===== src/rtl/cpu_bus_arbiter.sv =====
// Merges the CPU instruction and data buses onto one memory port with a single
// outstanding transaction; each memory ack is routed back to the requesting bus.
//
// state  | meaning
// IDLE   | nothing in flight; any pending or arriving request is issued at once
// BUSY_D | data transaction in flight, waiting for mem_ack
// BUSY_I | instruction fetch in flight, waiting for mem_ack
module cpu_bus_arbiter #(
    parameter bit DATA_PRIORITY = 1'b1
) (
    input  logic        clock,
    input  logic        reset,
    input  logic        cpud_request,
    input  logic [31:0] cpud_addr,
    input  logic        cpud_write,
    input  logic [3:0]  cpud_byte_enable,
    input  logic [31:0] cpud_wdata,
    output logic [31:0] cpud_rdata,
    output logic        cpud_ack,
    input  logic        cpui_request,
    input  logic [31:0] cpui_addr,
    output logic [31:0] cpui_rdata,
    output logic        cpui_ack,
    output logic        mem_request,
    output logic [31:0] mem_addr,
    output logic        mem_write,
    output logic [3:0]  mem_byte_enable,
    output logic [31:0] mem_wdata,
    input  logic [31:0] mem_rdata,
    input  logic        mem_ack,
    output logic        protocol_error
);

    typedef enum logic [1:0] {
        IDLE   = 2'd0,
        BUSY_D = 2'd1,
        BUSY_I = 2'd2
    } state_t;

    state_t state, state_next;

    logic        d_pend;
    logic [31:0] d_slot_addr;
    logic        d_slot_write;
    logic [3:0]  d_slot_be;
    logic [31:0] d_slot_wdata;
    logic        i_pend;
    logic [31:0] i_slot_addr;
    logic        last_grant_d;

    logic d_dup, i_dup, d_new, i_new, d_avail, i_avail;
    logic can_issue, issue_d, issue_i, ack_d, ack_i;

    // A bus's slot becomes free on the very edge its ack is taken.
    assign d_dup   = cpud_request && (d_pend || (state == BUSY_D && !mem_ack));
    assign i_dup   = cpui_request && (i_pend || (state == BUSY_I && !mem_ack));
    assign d_new   = cpud_request && !d_dup;
    assign i_new   = cpui_request && !i_dup;
    assign d_avail = d_pend || d_new;
    assign i_avail = i_pend || i_new;

    always_ff @(posedge clock) begin
        if (reset) state <= IDLE;
        else       state <= state_next;
    end

    always_comb begin
        state_next = state;
        case (state)
            IDLE: begin
                if (d_avail && i_avail)
                    state_next = (DATA_PRIORITY || !last_grant_d) ? BUSY_D : BUSY_I;
                else if (d_avail)
                    state_next = BUSY_D;
                else if (i_avail)
                    state_next = BUSY_I;
            end
            BUSY_D: begin
                if (mem_ack) begin
                    if (i_avail)      state_next = BUSY_I;
                    else if (d_avail) state_next = BUSY_D;
                    else              state_next = IDLE;
                end
            end
            BUSY_I: begin
                if (mem_ack) begin
                    if (d_avail)      state_next = BUSY_D;
                    else if (i_avail) state_next = BUSY_I;
                    else              state_next = IDLE;
                end
            end
            default: state_next = IDLE;
        endcase
    end

    always_comb begin
        ack_d     = (state == BUSY_D) && mem_ack;
        ack_i     = (state == BUSY_I) && mem_ack;
        can_issue = (state == IDLE) || mem_ack;
        issue_d   = can_issue && (state_next == BUSY_D);
        issue_i   = can_issue && (state_next == BUSY_I);
    end

    always_ff @(posedge clock) begin
        if (reset) begin
            d_pend          <= 1'b0;
            d_slot_addr     <= '0;
            d_slot_write    <= 1'b0;
            d_slot_be       <= '0;
            d_slot_wdata    <= '0;
            i_pend          <= 1'b0;
            i_slot_addr     <= '0;
            last_grant_d    <= 1'b0;
            mem_request     <= 1'b0;
            mem_addr        <= '0;
            mem_write       <= 1'b0;
            mem_byte_enable <= '0;
            mem_wdata       <= '0;
            cpud_ack        <= 1'b0;
            cpud_rdata      <= '0;
            cpui_ack        <= 1'b0;
            cpui_rdata      <= '0;
            protocol_error  <= 1'b0;
        end else begin
            mem_request    <= issue_d || issue_i;
            cpud_ack       <= ack_d;
            cpui_ack       <= ack_i;
            protocol_error <= protocol_error || d_dup || i_dup;

            if (ack_d) cpud_rdata <= mem_rdata;
            if (ack_i) cpui_rdata <= mem_rdata;

            // A request arriving on the granting edge bypasses its slot.
            if (issue_d) begin
                mem_addr        <= d_pend ? d_slot_addr  : cpud_addr;
                mem_write       <= d_pend ? d_slot_write : cpud_write;
                mem_byte_enable <= d_pend ? d_slot_be    : cpud_byte_enable;
                mem_wdata       <= d_pend ? d_slot_wdata : cpud_wdata;
                last_grant_d    <= 1'b1;
            end else if (issue_i) begin
                mem_addr        <= i_pend ? i_slot_addr : cpui_addr;
                mem_write       <= 1'b0;
                mem_byte_enable <= 4'b1111;
                mem_wdata       <= '0;
                last_grant_d    <= 1'b0;
            end

            if (issue_d) begin
                d_pend <= 1'b0;
            end else if (d_new) begin
                d_pend       <= 1'b1;
                d_slot_addr  <= cpud_addr;
                d_slot_write <= cpud_write;
                d_slot_be    <= cpud_byte_enable;
                d_slot_wdata <= cpud_wdata;
            end

            if (issue_i) begin
                i_pend <= 1'b0;
            end else if (i_new) begin
                i_pend      <= 1'b1;
                i_slot_addr <= cpui_addr;
            end
        end
    end

endmodule


===== config.mk =====
export PLATFORM = sky130hd
export DESIGN_NAME = cpu_bus_arbiter
export DESIGN_NICKNAME = d
export VERILOG_FILES = /design/src/rtl/cpu_bus_arbiter.sv
export SDC_FILE = /design/constraint.sdc
export NUM_CORES = 1
export LEC_CHECK = 0
export BUFFER_PORTS_ARGS = -buffer_cell sky130_fd_sc_hd__clkbuf_2
export CAP_MARGIN = 20
export CORE_AREA = 4 4 152 154
export DETAILED_ROUTE_END_ITERATION = 7
export DIE_AREA = 0 0 156 158
export GPL_ROUTABILITY_DRIVEN = 0
export GPL_TIMING_DRIVEN = 0
export MAX_ROUTING_LAYER = met4
export PLACE_DENSITY_LB_ADDON = 0.08
export SLEW_MARGIN = 10
export SYNTH_ARGS = -nofsm -noshare
export SYNTH_HDL_FRONTEND = slang
export SYNTH_SLANG_ARGS = --single-unit

===== constraint.sdc =====
create_clock -name clock -period 1.77 [get_ports clock]
set_input_delay 0.0885 -clock clock [delete_from_list [all_inputs] [get_ports clock]]
set_output_delay 0.0885 -clock clock [all_outputs]
set_load 0.01 [all_outputs]

# After elaboration in Yosys (flattened, before gate mapping)
# Cells that the tools add are included.
[classes]
eq_ne = 4
n_mux = 23
n_bitwise = 2
reduce_logical = 28
[ops]
columns = ["operator", "n"]
rows = [
  ["2-to-1 mux 32 bit", 7],
  ["2-to-1 mux 2 bit", 8],
  ["2-to-1 mux 4 bit", 3],
  ["logical AND 1 bit", 11],
  ["logical OR 1 bit", 8],
  ["case mux 2 bit (3 select lines)", 1],
  ["== test 2 x 1 -> 1 bit, second input constant", 2],
  ["== test 2 bit, second input constant", 2],
  ["2-to-1 mux 1 bit", 4],
  ["AND reduction 2 bit", 2],
  ["OR reduction 2 bit", 2],
  ["zero test 1 bit", 3],
  ["zero test 2 bit", 1],
  ["inverter 1 bit", 2],
  ["nonzero test 2 bit", 1],
]
[word_totals]
ff_bits = 242
inputBits = 138
out_inout_bits = 137
elab_cells = 75

# Logic depth before layout (Yosys ltp)
# Gate-level depths: netlist of run 1.
[logic_depth]
ltp_word = 15
depth_mapped = 8
ltp_nobuf = 4

# Worst setup path before layout of run 1
# No wires, ideal clock.
[synth_path]
kind = "register to register"
start = "reg d_pend"
end = "reg mem_addr[30]"
setup_time_ps = 122
arrival_time_ps = 1533
t_required_ps = 1648
slack_ps = 115
stages_incl_launch_ff = 8
n_path_buf = 3
synth_period_minus_slack_ps = 1655
cell_sequence = "dfxtp_1 > buf_2 > or2_1 > buf_4 > o31ai_4 > buf_4 > nand3_1 > o311a_1"
[synth_via]
elab_chain_cells = 12
elab_cells_between_ends = 21
cone_classes = "eq/ne (2); mux (10); reduce/logical (9)"
[synth_rtl]
columns = ["element", "line_no", "text"]
rows = [
  ["start: declaration", "42", "logic d_pend;"],
  ["start signal: assignment", "106", "d_pend <= 1'b0;"],
  ["start signal: assignment", "149", "d_pend <= 1'b0;"],
  ["start signal: assignment", "151", "d_pend <= 1'b1;"],
  ["logical OR 1 bit", "55", "assign d_dup = cpud_request && (d_pend || (state == BUSY_D && !mem_ack));"],
  ["logical AND 1 bit", "55", ""],
  ["zero test 1 bit", "57", "assign d_new = cpud_request && !d_dup;"],
  ["logical AND 1 bit", "57", ""],
  ["logical OR 1 bit", "59", "assign d_avail = d_pend || d_new;"],
  ["2-to-1 mux 1 bit", "81", "else if (d_avail) state_next = BUSY_D;"],
  ["2-to-1 mux 2 bit", "80", "if (i_avail) state_next = BUSY_I;"],
  ["2-to-1 mux 2 bit", "79", "if (mem_ack) begin"],
  ["case mux 2 bit (3 select lines)", "69", "case (state)"],
  ["== test 2 x 1 -> 1 bit or == test 2 bit (tied branches)", "100, 101", ""],
  ["logical AND 1 bit (on tied branches)", "100, 101", ""],
  ["2-to-1 mux 32 bit or nonzero test 2 bit (tied branches)", "n/a", ""],
  ["end signal: assignment", "135", "mem_addr <= d_pend ? d_slot_addr : cpud_addr;"],
  ["end signal: assignment", "141", "mem_addr <= i_pend ? i_slot_addr : cpui_addr;"],
  ["end: declaration", "25", "output logic [31:0] mem_addr,"],
]
# Several ways; a longest one is shown, not always the timed one.
# A chain may end at the register's enable or synchronous reset.

# Final worst setup path of run 1
[layout_path]
start = "reg state[0]"
end = "reg mem_addr[18]"
[layout_via]
elab_chain_cells = 14
elab_cells_between_ends = 33
cone_classes = "eq/ne (4); mux (11); reduce/logical (18)"
[layout_rtl]
columns = ["element", "line_no", "text"]
rows = [
  ["start: declaration", "40", "state_t state, state_next;"],
  ["start signal: assignment", "64", "else state <= state_next;"],
  ["== test 2 x 1 -> 1 bit or == test 2 bit (tied branches)", "55, 69, 56", ""],
  ["logical AND 1 bit (on tied branches)", "55, 56", ""],
  ["logical OR 1 bit (on tied branches)", "55, 56", ""],
  ["logical AND 1 bit (on tied branches)", "55, 56", ""],
  ["zero test 1 bit (on tied branches)", "57, 58", ""],
  ["logical AND 1 bit (on tied branches)", "57, 58", ""],
  ["logical OR 1 bit (on tied branches)", "59, 60", ""],
  ["2-to-1 mux 1 bit, or another cell as far along", "81", ""],
  ["2-to-1 mux 2 bit (on tied branches)", "80, 73, 87", ""],
  ["2-to-1 mux 2 bit (on tied branches)", "79, 71, 86", ""],
  ["case mux 2 bit (3 select lines)", "69", ""],
  ["== test 2 x 1 -> 1 bit or == test 2 bit (tied branches)", "100, 101", ""],
  ["logical AND 1 bit (on tied branches)", "100, 101", ""],
  ["2-to-1 mux 32 bit or nonzero test 2 bit (tied branches)", "n/a", ""],
]
# Several ways; a longest one is shown, not always the timed one.

==> metrics.yaml, run 1 <==
clock_network:
  clock_slew_at_the_register_clock_pins_of_the_worst_setup_and_hold_paths_ns: 0.06
  clock_buffer_count_from_cts: 26
  clock_tree.root_cell: "clkbuf_16"
  worst_skew_late_latency_ns: 0.53
  cts_htree_levels: 1
  clk_sinks: 242
  cts-root-to-sink-buffers: 3
  clock_tree_from_tritoncts: "done"
logic_synthesis:
  count_of_flip_flops_with_a_built_in_enable_after_synthesis: 0
  postSynthRegisterBits: 242
  most_common_cell_in_the_synthesized_netlist: "nand2_1"
  synth_async_sr_flop_share: 0
  yosysUniqueCellTypes: 49
  yosys.area.top_type_share: 0.4717
  synthCells: 1202
  largest_cells_by_area_after_synthesis: "dfxtp_1 47%, a21oi_1 11%, nand2_1 9.8%"
  syn_area_sq_mm: 0.01027
  number_of_warning_messages_in_the_yosys_log: 0
  ys_seq_area_frac: 0.4717
  netlist_top_cells_count: "269 x nand2_1, 242 x dfxtp_1, 218 x a21oi_1"
  synth_top_area_cell: "dfxtp_1"
  synth.avg_cell_area_sq_um: 8.544
  synth.net_count: 1340
  most_used_dff_post_synth: "dfxtp_1"
setup_path:
  end_kind: "flop"
  timing.critical_path.fanout_max: 10
  crit_type: "flop to flop"
  required_ns: 2.18
  timing.critical_path.from_type: "flop"
  crit_arrival_ns: 2.14
power_and_ir_drop:
  power_density_mw_per_mm2: 986.4
  seqPwrFrac: 0.423
  cell_internal_pwr_mw: 10.21
  vdd_ir_drop_max_uv: 715.6
  net-switching-power_mw: 4.293
  pwr-share-comb: 0.241
  sw_frac_of_total: 0.2960
  power_frac_clock: 0.336
  total_leakage_power_nw: 5.994
floorplanning:
  initial_util: 0.4735
  core_area_sq_mm: 0.02169
  ios: 275
  die_height_microns: 158
  floorplan.die_area_sq_mm: 0.02465
  die-width_microns: 156
  placement_rows: 54
grt:
  grt_antenna_before_repair: 0
  grt_max_degree: 20
  grt_pass1_wl_microns: 53980
  global_route.usage.total: 0.2800
  vias_in_the_first_global_route: 9990
  use_met1: 0.3806
  gr-total-overflow: 0
  groute.layer.met3.usage: 0.04237
  grt_use_met2: 0.4381
  globalRoute.busiestLayer: "met2"
routing:
  drt_first_iter_violations: 809
  dr_total_vias: 10596
  drt_drc_violations_left: 0
  antenna_left: 0
  dr.pass1.iters: 7
  vias_per_cell: 5.403
  wirelength_microns: 35790
  route.detailed.wl_per_inst_microns: 18.25
timing:
  final-setup-viol-count: 0
  fin_crit_sh: 0.9817
  rsz_0062_raised_after_global_routing: "yes"
  final_hold_violating_endpoints: 0
  post-route-min-period_ns: 1.738
  number_of_slew_limit_violations_in_the_final_report: 0
  finalSetupTns_ns: 0
  clock-skew-final_ns: 0.01708
  worst_slew_pin_slew_ns: 0.7914
  setup_slack_ns: 0.03237
  slew_headroom: 0.4724
  max_clock_freq_mhz: 575.5
final_layout:
  fin_nets: 1812
  layout.core_utilization: 0.6781
  antenna_diode_count: 0
  filler_cell_count: 1825
  layout-drive-gt1-share: 0.3010
  syn_to_final_growth_pct: 43.20
  post-route-cell-area_sq_mm: 0.01471
status:
  outcome: "finished, final reports clean"
placement:
  dpl.hpwl_microns: 24710
  preCtsSetupSlack_ns: -0.2666
  standard_cell_area_after_detailed_placement_sq_mm: 0.01199
  buffer_ports.inserted: 274
min_path:
  worst_hold_path_type: "primary input to flop"
flow_run:
  drv_cap: 0
-- repair_timing --
item                                   CTS  global route
gates resized for setup                 48           107
endpoints found under the hold margin  187             0
setup endpoints to repair              140           195
gates cloned                             0             3
setup buffers                           11            23
pin swaps                                2            13
hold buffers                           134             0
-- registers in the layout (all words and copies together), names as in the netlist --
name and flops:
cpud_ack 1, cpud_rdata 32, cpui_ack 1, cpui_rdata 32
d_pend 1, d_slot_addr 32, d_slot_be 4, d_slot_wdata 32
d_slot_write 1, i_pend 1, i_slot_addr 32, mem_addr 32
mem_byte_enable 4, mem_request 1, mem_wdata 32, mem_write 1
protocol_error 1, state 2
-- critical path, stage by stage, from the launching register on --
cell and delay, ns:
dfxtp_2 0.34, buf_6 0.13, clkinvlp_4 0.16, buf_4 0.18
a31oi_4 0.24, nor2_4 0.09, buf_6 0.16, o311a_1 0.32
-- worst paths after layout --
| check | from | to | slack [ns] | cells past startpoint |
|---|---|---|---|---|
| setup / recovery | state[0] | mem_addr[18] | 0.03 | 7 |
| hold / removal | reset | mem_write | 0.08 | 4 |
| setup reg to reg | state[0] | mem_addr[18] | 0.03 | 7 |
| hold reg to reg | d_slot_wdata[17] | d_slot_wdata[17] | 0.45 | 2 |
-- layout make-up --
type / instances / area [sq um] / area share
timing repair buffer: 445 / 3035 / 0.2064
clock inverter: 1 / 5.005 / 0.0003403
tap: 280 / 350.3 / 0.02382
sequential: 242 / 4848 / 0.3297
inverter: 3 / 16.27 / 0.001106
buffer: 119 / 728.2 / 0.04952
clock buffer: 34 / 711.9 / 0.04841
multi-input combinational: 837 / 5011 / 0.3407
-- power by group through the flow --
stage          Sequential [mW]  Clock (mW)  Combinational [mW]
6_report                  6.13        4.87                3.50
2_1_floorplan             6.31           0                1.64
3_5_place_dp              6.24           0                2.82
4_1_cts                   6.12        4.91                3.21
5_1_grt                   6.17        5.14                3.78
3_3_place_gp              6.23           0                2.80
-- metrics by stage --
stage	cells	hold WS, ns	total power [mW]
CTS	1935	0.08194	14.24
detailed placement	1756	0.3308	9.058
finish	1961	0.08198	14.51
global placement	1756	0.3250	9.032
global route	1961	0.08414	15.09
floorplan	1202	0.2245	7.957
-- placed cells by master (no fill, tap or decap), types with 7 or more instances in the layout --
cell	instances
a21oi_1	203
a21oi_2	15
a31o_2	14
buf_1	8
buf_2	16
buf_4	41
buf_6	23
clkbuf_1	37
clkbuf_16	28
clkbuf_2	300
clkbuf_4	7
dfxtp_1	239
dlygate4sd3_1	134
mux2_2	18
mux2i_1	51
nand2_1	268
nand3_1	69
nor2_1	21
o21ai_0	35
o221ai_1	18
o22a_1	14
o2bb2ai_1	23
o2bb2ai_2	10
o311a_1	18
o32ai_1	14
-- layer usage --
metal	part of all wire	vias up
li1	-	5216
met1	0.45	4959
met2	0.46	357
met3	0.067	64
met4	0.027	0
met5	0	-
-- kinds of logic after synthesis --
kind of cell    count (synthesis)  share of synthesized area
simple gates                  382                     0.1553
compound gates                386                     0.2487
mux                            69                    0.06944
buf+inv                       123                    0.05482
flops                         242                     0.4717
(Power assumes the default switching activity.)
==> run 2, diff against run 1 <==
--- a/config.mk
+++ b/config.mk
@@ -7,11 +7,10 @@
 export LEC_CHECK = 0
 export BUFFER_PORTS_ARGS = -buffer_cell sky130_fd_sc_hd__clkbuf_2
 export CAP_MARGIN = 20
-export CORE_AREA = 4 4 152 154
+export CORE_AREA = 4 4 191 193
 export DETAILED_ROUTE_END_ITERATION = 7
-export DIE_AREA = 0 0 156 158
+export DIE_AREA = 0 0 195 197
 export GPL_ROUTABILITY_DRIVEN = 0
-export GPL_TIMING_DRIVEN = 0
 export MAX_ROUTING_LAYER = met4
 export PLACE_DENSITY_LB_ADDON = 0.08
 export SLEW_MARGIN = 10
==> run 2 against run 1 <==
Net effect:
- sequential share of layout area about the same
- fmax increased by 4.2%
- setup slack improved by 0.070 ns
- combinational power decreased by 5%
- power increased by 6.8%
==> metrics.yaml, run 2 (same netlist as run 1, synthesis figures left out) <==
routing:
  vias_per_cell: 4.921
  dr.pass1.iters: 5
  drt_first_iter_violations: 708
  antenna_left: 0
  drt_drc_violations_left: 0
  dr_total_vias: 10089
  wirelength_microns: 37350
  route.detailed.wl_per_inst_microns: 18.22
grt:
  grt_antenna_before_repair: 1
  grt_pass1_wl_microns: 57610
  gr-total-overflow: 0
  global_route.usage.total: 0.1891
  grt_max_degree: 65
  vias_in_the_first_global_route: 9783
setup_path:
  crit_path_top_delay_cell: "dfxtp_2"
  crit_arrival_ns: 2.09
  cp_common_cell: "buf_4"
  critical_path.max_stage_delay_ns: 0.41
  timing.critical_path.fanout_max: 16
  timing.critical_path.from_type: "flop"
  crit_type: "flop to flop"
  end_kind: "flop"
  path_cells: "buf_4 -> and2b_1 -> buf_4 -> o21ai_4 -> buf_12 -> clkbuf_16 -> nand3_1 -> a21oi_1"
  required_ns: 2.19
power_and_ir_drop:
  total_leakage_power_nw: 5.863
  power_density_mw_per_mm2: 1051
  vdd_ir_drop_max_uv: 689.5
  report.power.total_mw: 15.49
min_path:
  worst_hold_path_type: "primary input to flop"
floorplanning:
  placement_rows: 68
  die_height_microns: 197
  floorplan.die_area_sq_mm: 0.03842
  ios: 275
  initial_util: 0.2973
  core_area_sq_mm: 0.03454
  die-width_microns: 195
timing:
  max_clock_freq_mhz: 599.6
  number_of_slew_limit_violations_in_the_final_report: 0
  slew_headroom: 0.5562
  final-setup-viol-count: 0
  post-route-min-period_ns: 1.668
  fin_crit_sh: 0.9423
  worst_slew_pin_slew_ns: 0.6650
  clock-skew-final_ns: 0.01069
  final_hold_violating_endpoints: 0
  rsz_0062_raised_after_global_routing: "no"
clock_network:
  cts-root-to-sink-buffers: 3
  cts_htree_levels: 1
  clock_tree.root_cell: "clkbuf_16"
  clock_buffer_count_from_cts: 28
  clock_slew_at_the_register_clock_pins_of_the_worst_setup_and_hold_paths_ns: 0.06
  worst_skew_late_latency_ns: 0.54
  clk_sinks: 242
  clock_tree_from_tritoncts: "done"
placement:
  buffer_ports.inserted: 274
  dpl.hpwl_microns: 24390
  dp_cells: 1861
final_layout:
  fin_nets: 1712
  multi_input_comb_area_sq_mm: 0.004920
  final-instance-count-excl-fill: 2050
  layout.cells.most_common: "clkbuf_2"
  mostFrequentLayoutCells: "273 x clkbuf_2, 269 x nand2_1, 240 x dfxtp_1"
  filler_cell_count: 3517
  final-seq-area_sq_mm: 0.004850
  layout-drive-gt1-share: 0.2760
  syn_to_final_growth_pct: 43.45
status:
  outcome: "finished, final reports clean"
flow_run:
  drv_cap: 0
## run 2: final timing paths
path / depth (start not counted) / slack [ns] / endpoint / from
worst max register to register: 8 / 0.10 / i_slot_addr[26] / state[1]
worst min-delay path: 4 / 0.21 / state[0] / mem_ack
worst max-delay path: 8 / 0.10 / i_slot_addr[26] / state[1]
worst min register to register: 2 / 0.45 / cpui_rdata[12] / cpui_rdata[12]
## run 2: metrics by stage
| step | worst slack, ns | util | cell area [sq um] | setup TNS (ns) | hold WS [ns] |
|---|---|---|---|---|---|
| after floorplan | 0.1151 | - | 10270 | 0 | 0.2245 |
| after global placement | -0.0008689 | 0.3561 | 12300 | -0.0008689 | 0.3260 |
| after detailed placement | -0.05785 | 0.3561 | 12300 | -0.5181 | 0.3299 |
| after CTS | 0.02045 | 0.4233 | 14620 | 0 | 0.1964 |
| after global routing | 0.009865 | 0.4265 | 14730 | 0 | 0.2499 |
| final | 0.1022 | 0.4265 | 14730 | 0 | 0.2072 |
## run 2: layer usage
layer	vias to the layer above	track usage	share of wire
met5	-	-	0
met4	0	0.03051	0.011
li1	5019	-	-
met3	32	0.02803	0.052
met1	4758	0.2841	0.50
met2	280	0.2736	0.43
## run 2: cell type report
| class | instances | share of cell area |
|---|---|---|
| antenna | 1 | 0.0001699 |
| inverter | 3 | 0.0007644 |
| multi-input combinational | 837 | 0.3340 |
| clock inverter | 13 | 0.009767 |
| tap | 455 | 0.03864 |
| clock buffer | 37 | 0.05538 |
| timing repair buffer | 462 | 0.2321 |
| sequential | 242 | 0.3292 |
## run 2: power breakdown
group,switching [mW],internal (mW)
logic,1.88,1.46
registers,0.242,5.88
clock network,2.38,3.65
total,4.50,11.0
## run 2: repair_timing
item / 4_1_cts / 5_1_grt
gates cloned: 0 / 2
gates resized for setup: 2 / 8
endpoints found under the setup margin: 18 / 81
pin swaps: 0 / 3
hold buffers: 135 / 0
setup buffers: 0 / 1
hold endpoints to repair: 196 / 0
## run 2: critical path: cells and delay by family, from the launching register on
kind	cells	cell delay [ns]
AO/OA/AOI/OAI	2	0.12
buffers and inverters	4	0.66
AND/OR/NAND/NOR	2	0.35
flip-flops	1	0.41
==> run 3, diff against run 2 <==
--- a/config.mk
+++ b/config.mk
@@ -13,6 +13,7 @@
 export GPL_ROUTABILITY_DRIVEN = 0
 export MAX_ROUTING_LAYER = met4
 export PLACE_DENSITY_LB_ADDON = 0.08
+export REMOVE_ABC_BUFFERS = 1
 export SLEW_MARGIN = 10
 export SYNTH_ARGS = -nofsm -noshare
 export SYNTH_HDL_FRONTEND = slang
==> run 3 against run 2 <==
Net effect:
- combinational power up 2%
- register-to-register slack got worse by 0.06 ns
- critical endpoint is now mem_write
- largest cell class unchanged
- routed wire length increased by 1.2%
- critical path type unchanged
==> metrics.yaml, run 3 (same netlist as run 1, synthesis figures left out) <==
routing:
  vias_per_cell: 4.998
  drt_drc_violations_left: 0
  drt_first_iter_violations: 481
  route.detailed.wl_per_inst_microns: 18.34
  dr.pass1.iters: 5
  wirelength_microns: 37790
  antenna_left: 0
  dr_total_vias: 10296
timing:
  slew_headroom: 0.4955
  post-route-min-period_ns: 1.730
  final_hold_violating_endpoints: 0
  fin_crit_sh: 0.9774
  number_of_slew_limit_violations_in_the_final_report: 0
  final-setup-viol-count: 0
  worst_slew_pin_slew_ns: 0.7559
  max_clock_freq_mhz: 578.0
  clock-skew-final_ns: 0.01338
  rsz_0062_raised_after_global_routing: "yes"
  setup_slack_ns: 0.04000
final_layout:
  multi_input_comb_area_sq_mm: 0.004992
  antenna_diode_count: 0
  layout.cells.most_common: "clkbuf_2"
  fin_nets: 1722
  syn_to_final_growth_pct: 44.55
  filler_cell_count: 3516
  mostFrequentLayoutCells: "273 x clkbuf_2, 269 x nand2_1, 239 x dfxtp_1"
  layout-drive-gt1-share: 0.2841
  final-seq-area_sq_mm: 0.004851
setup_path:
  path_cells: "buf_4 -> buf_12 -> or2_2 -> a221oi_4 -> buf_12 -> o2bb2ai_1"
  timing.critical_path.fanout_max: 22
  worst-r2r-setup-slack_ns: 0.04
  path_buf_inv: 3
  end_kind: "flop"
  crit_path_top_delay_cell: "or2_2"
  rr_worst_depth: 6
  r2r_end: "mem_write"
  crit_type: "flop to flop"
  cp_top_family: "buffers and inverters"
  critical_path.max_stage_delay_ns: 0.37
  timing.critical_path.from_type: "flop"
  required_ns: 2.24
  crit_arrival_ns: 2.20
  crit-reg2reg-launch: "i_pend"
  cp_common_cell: "buf_12"
grt:
  global_route.usage.total: 0.1904
  grt_antenna_before_repair: 0
  gr-total-overflow: 0
  grt_use_met2: 0.3125
  use_met1: 0.2534
  grt_pass1_wl_microns: 58610
  globalRoute.busiestLayer: "met2"
  vias_in_the_first_global_route: 10478
  grt_max_degree: 82
  groute.layer.met3.usage: 0.02940
min_path:
  holdPathStages: 4
  hold_path_startpoint: "cpui_request"
  timing.hold.worst_endpoint: "protocol_error"
  worst_hold_path_type: "primary input to flop"
clock_network:
  clock_buffer_count_from_cts: 29
  cts_htree_levels: 1
  clock_tree.root_cell: "clkbuf_16"
  cts-root-to-sink-buffers: 3
  worst_skew_late_latency_ns: 0.55
  clock_slew_at_the_register_clock_pins_of_the_worst_setup_and_hold_paths_ns: 0.06
  clk_sinks: 242
  clock_tree_from_tritoncts: "done"
floorplanning:
  core_area_sq_mm: 0.03454
  placement_rows: 68
  die_height_microns: 197
  initial_util: 0.2973
  die-width_microns: 195
  ios: 275
  floorplan.die_area_sq_mm: 0.03842
status:
  outcome: "finished, final reports clean"
power_and_ir_drop:
  report.power.total_mw: 15.16
  total_leakage_power_nw: 5.896
  power_density_mw_per_mm2: 1021
  vdd_ir_drop_max_uv: 711.1
placement:
  dpl.hpwl_microns: 23570
  buffer_ports.inserted: 274
  preCtsSetupSlack_ns: -0.2222
flow_run:
  drv_cap: 0
[run 3: cell count changes in the layout (fill, tap and decap cells not counted), moves of 2 or more]
| cell | change |
|---|---|
| a21oi_1 | -4 |
| bufinv_16 | -3 |
| nor2_1 | -2 |
| a21oi_2 | +3 |
| clkbuf_1 | +7 |
| nor2_4 | +2 |
| clkinv_2 | -2 |
| buf_6 | +6 |
| a221oi_1 | -4 |
| buf_4 | +2 |
| a221oi_2 | +4 |
| clkbuf_8 | +2 |
[run 3: worst max path at each step]
stage / from / cells past startpoint / to / slack, ns
finish: i_pend / 6 / mem_write / 0.04
global route: i_pend / 7 / d_slot_addr[29] / -0.06
CTS: i_pend / 7 / d_slot_addr[19] / 0.008
detailed placement: state[1] / 6 / mem_wdata[4] / -0.22
global placement: state[1] / 6 / mem_write / -0.17
floorplan: d_pend / 4 / i_slot_addr[0] / -2.82
[run 3: routing by layer]
layer / vias to the layer above / share of wire
met5: - / 0
met4: 0 / 0.013
met3: 39 / 0.049
met2: 245 / 0.47
met1: 4972 / 0.47
li1: 5040 / -
[run 3: power by group]
group,leakage [nW],switching (mW),internal (mW)
Combinational,3.47,1.89,1.50
Sequential,1.98,0.250,5.88
Clock,0.446,2.34,3.29
[run 3: layout make-up]
type                            count  area share
Multi-Input combinational cell    837      0.3363
Sequential cell                   242      0.3268
Timing Repair Buffer              471      0.2378
Clock buffer                       45     0.05765
Tap cell                          455     0.03835
Clock inverter                      7    0.002360
Inverter                            3   0.0007585
[run 3: per-stage QoR]
stage	instances	setup TNS (ns)	instance area (sq um)	utilization	hold WS [ns]
CTS	2056	0	14680	0.4251	0.01474
detailed placement	1870	-9.967	12410	0.3594	0.3314
global route	2060	-0.8455	14850	0.4298	0.04581
global placement	1869	-6.281	12400	0.3590	0.3231
floorplan	1082	-433.45	9718	-	0.1576
finish	2060	0	14850	0.4298	0.03101
[run 3: what timing repair did]
item / CTS / global route
hold endpoints to repair: 226 / 0
setup buffers: 0 / 1
resized for setup: 10 / 19
hold buffers: 134 / 0
pin swaps: 0 / 14
cloned: 0 / 3
setup endpoints to repair: 107 / 119
[run 3: tightest hold or removal path, delay by kind of cell]
kind	cells	cell delay, ns
buffers and inverters	2	0.30
AND/OR/NAND/NOR	1	0.08
AO/OA/AOI/OAI	1	0.07
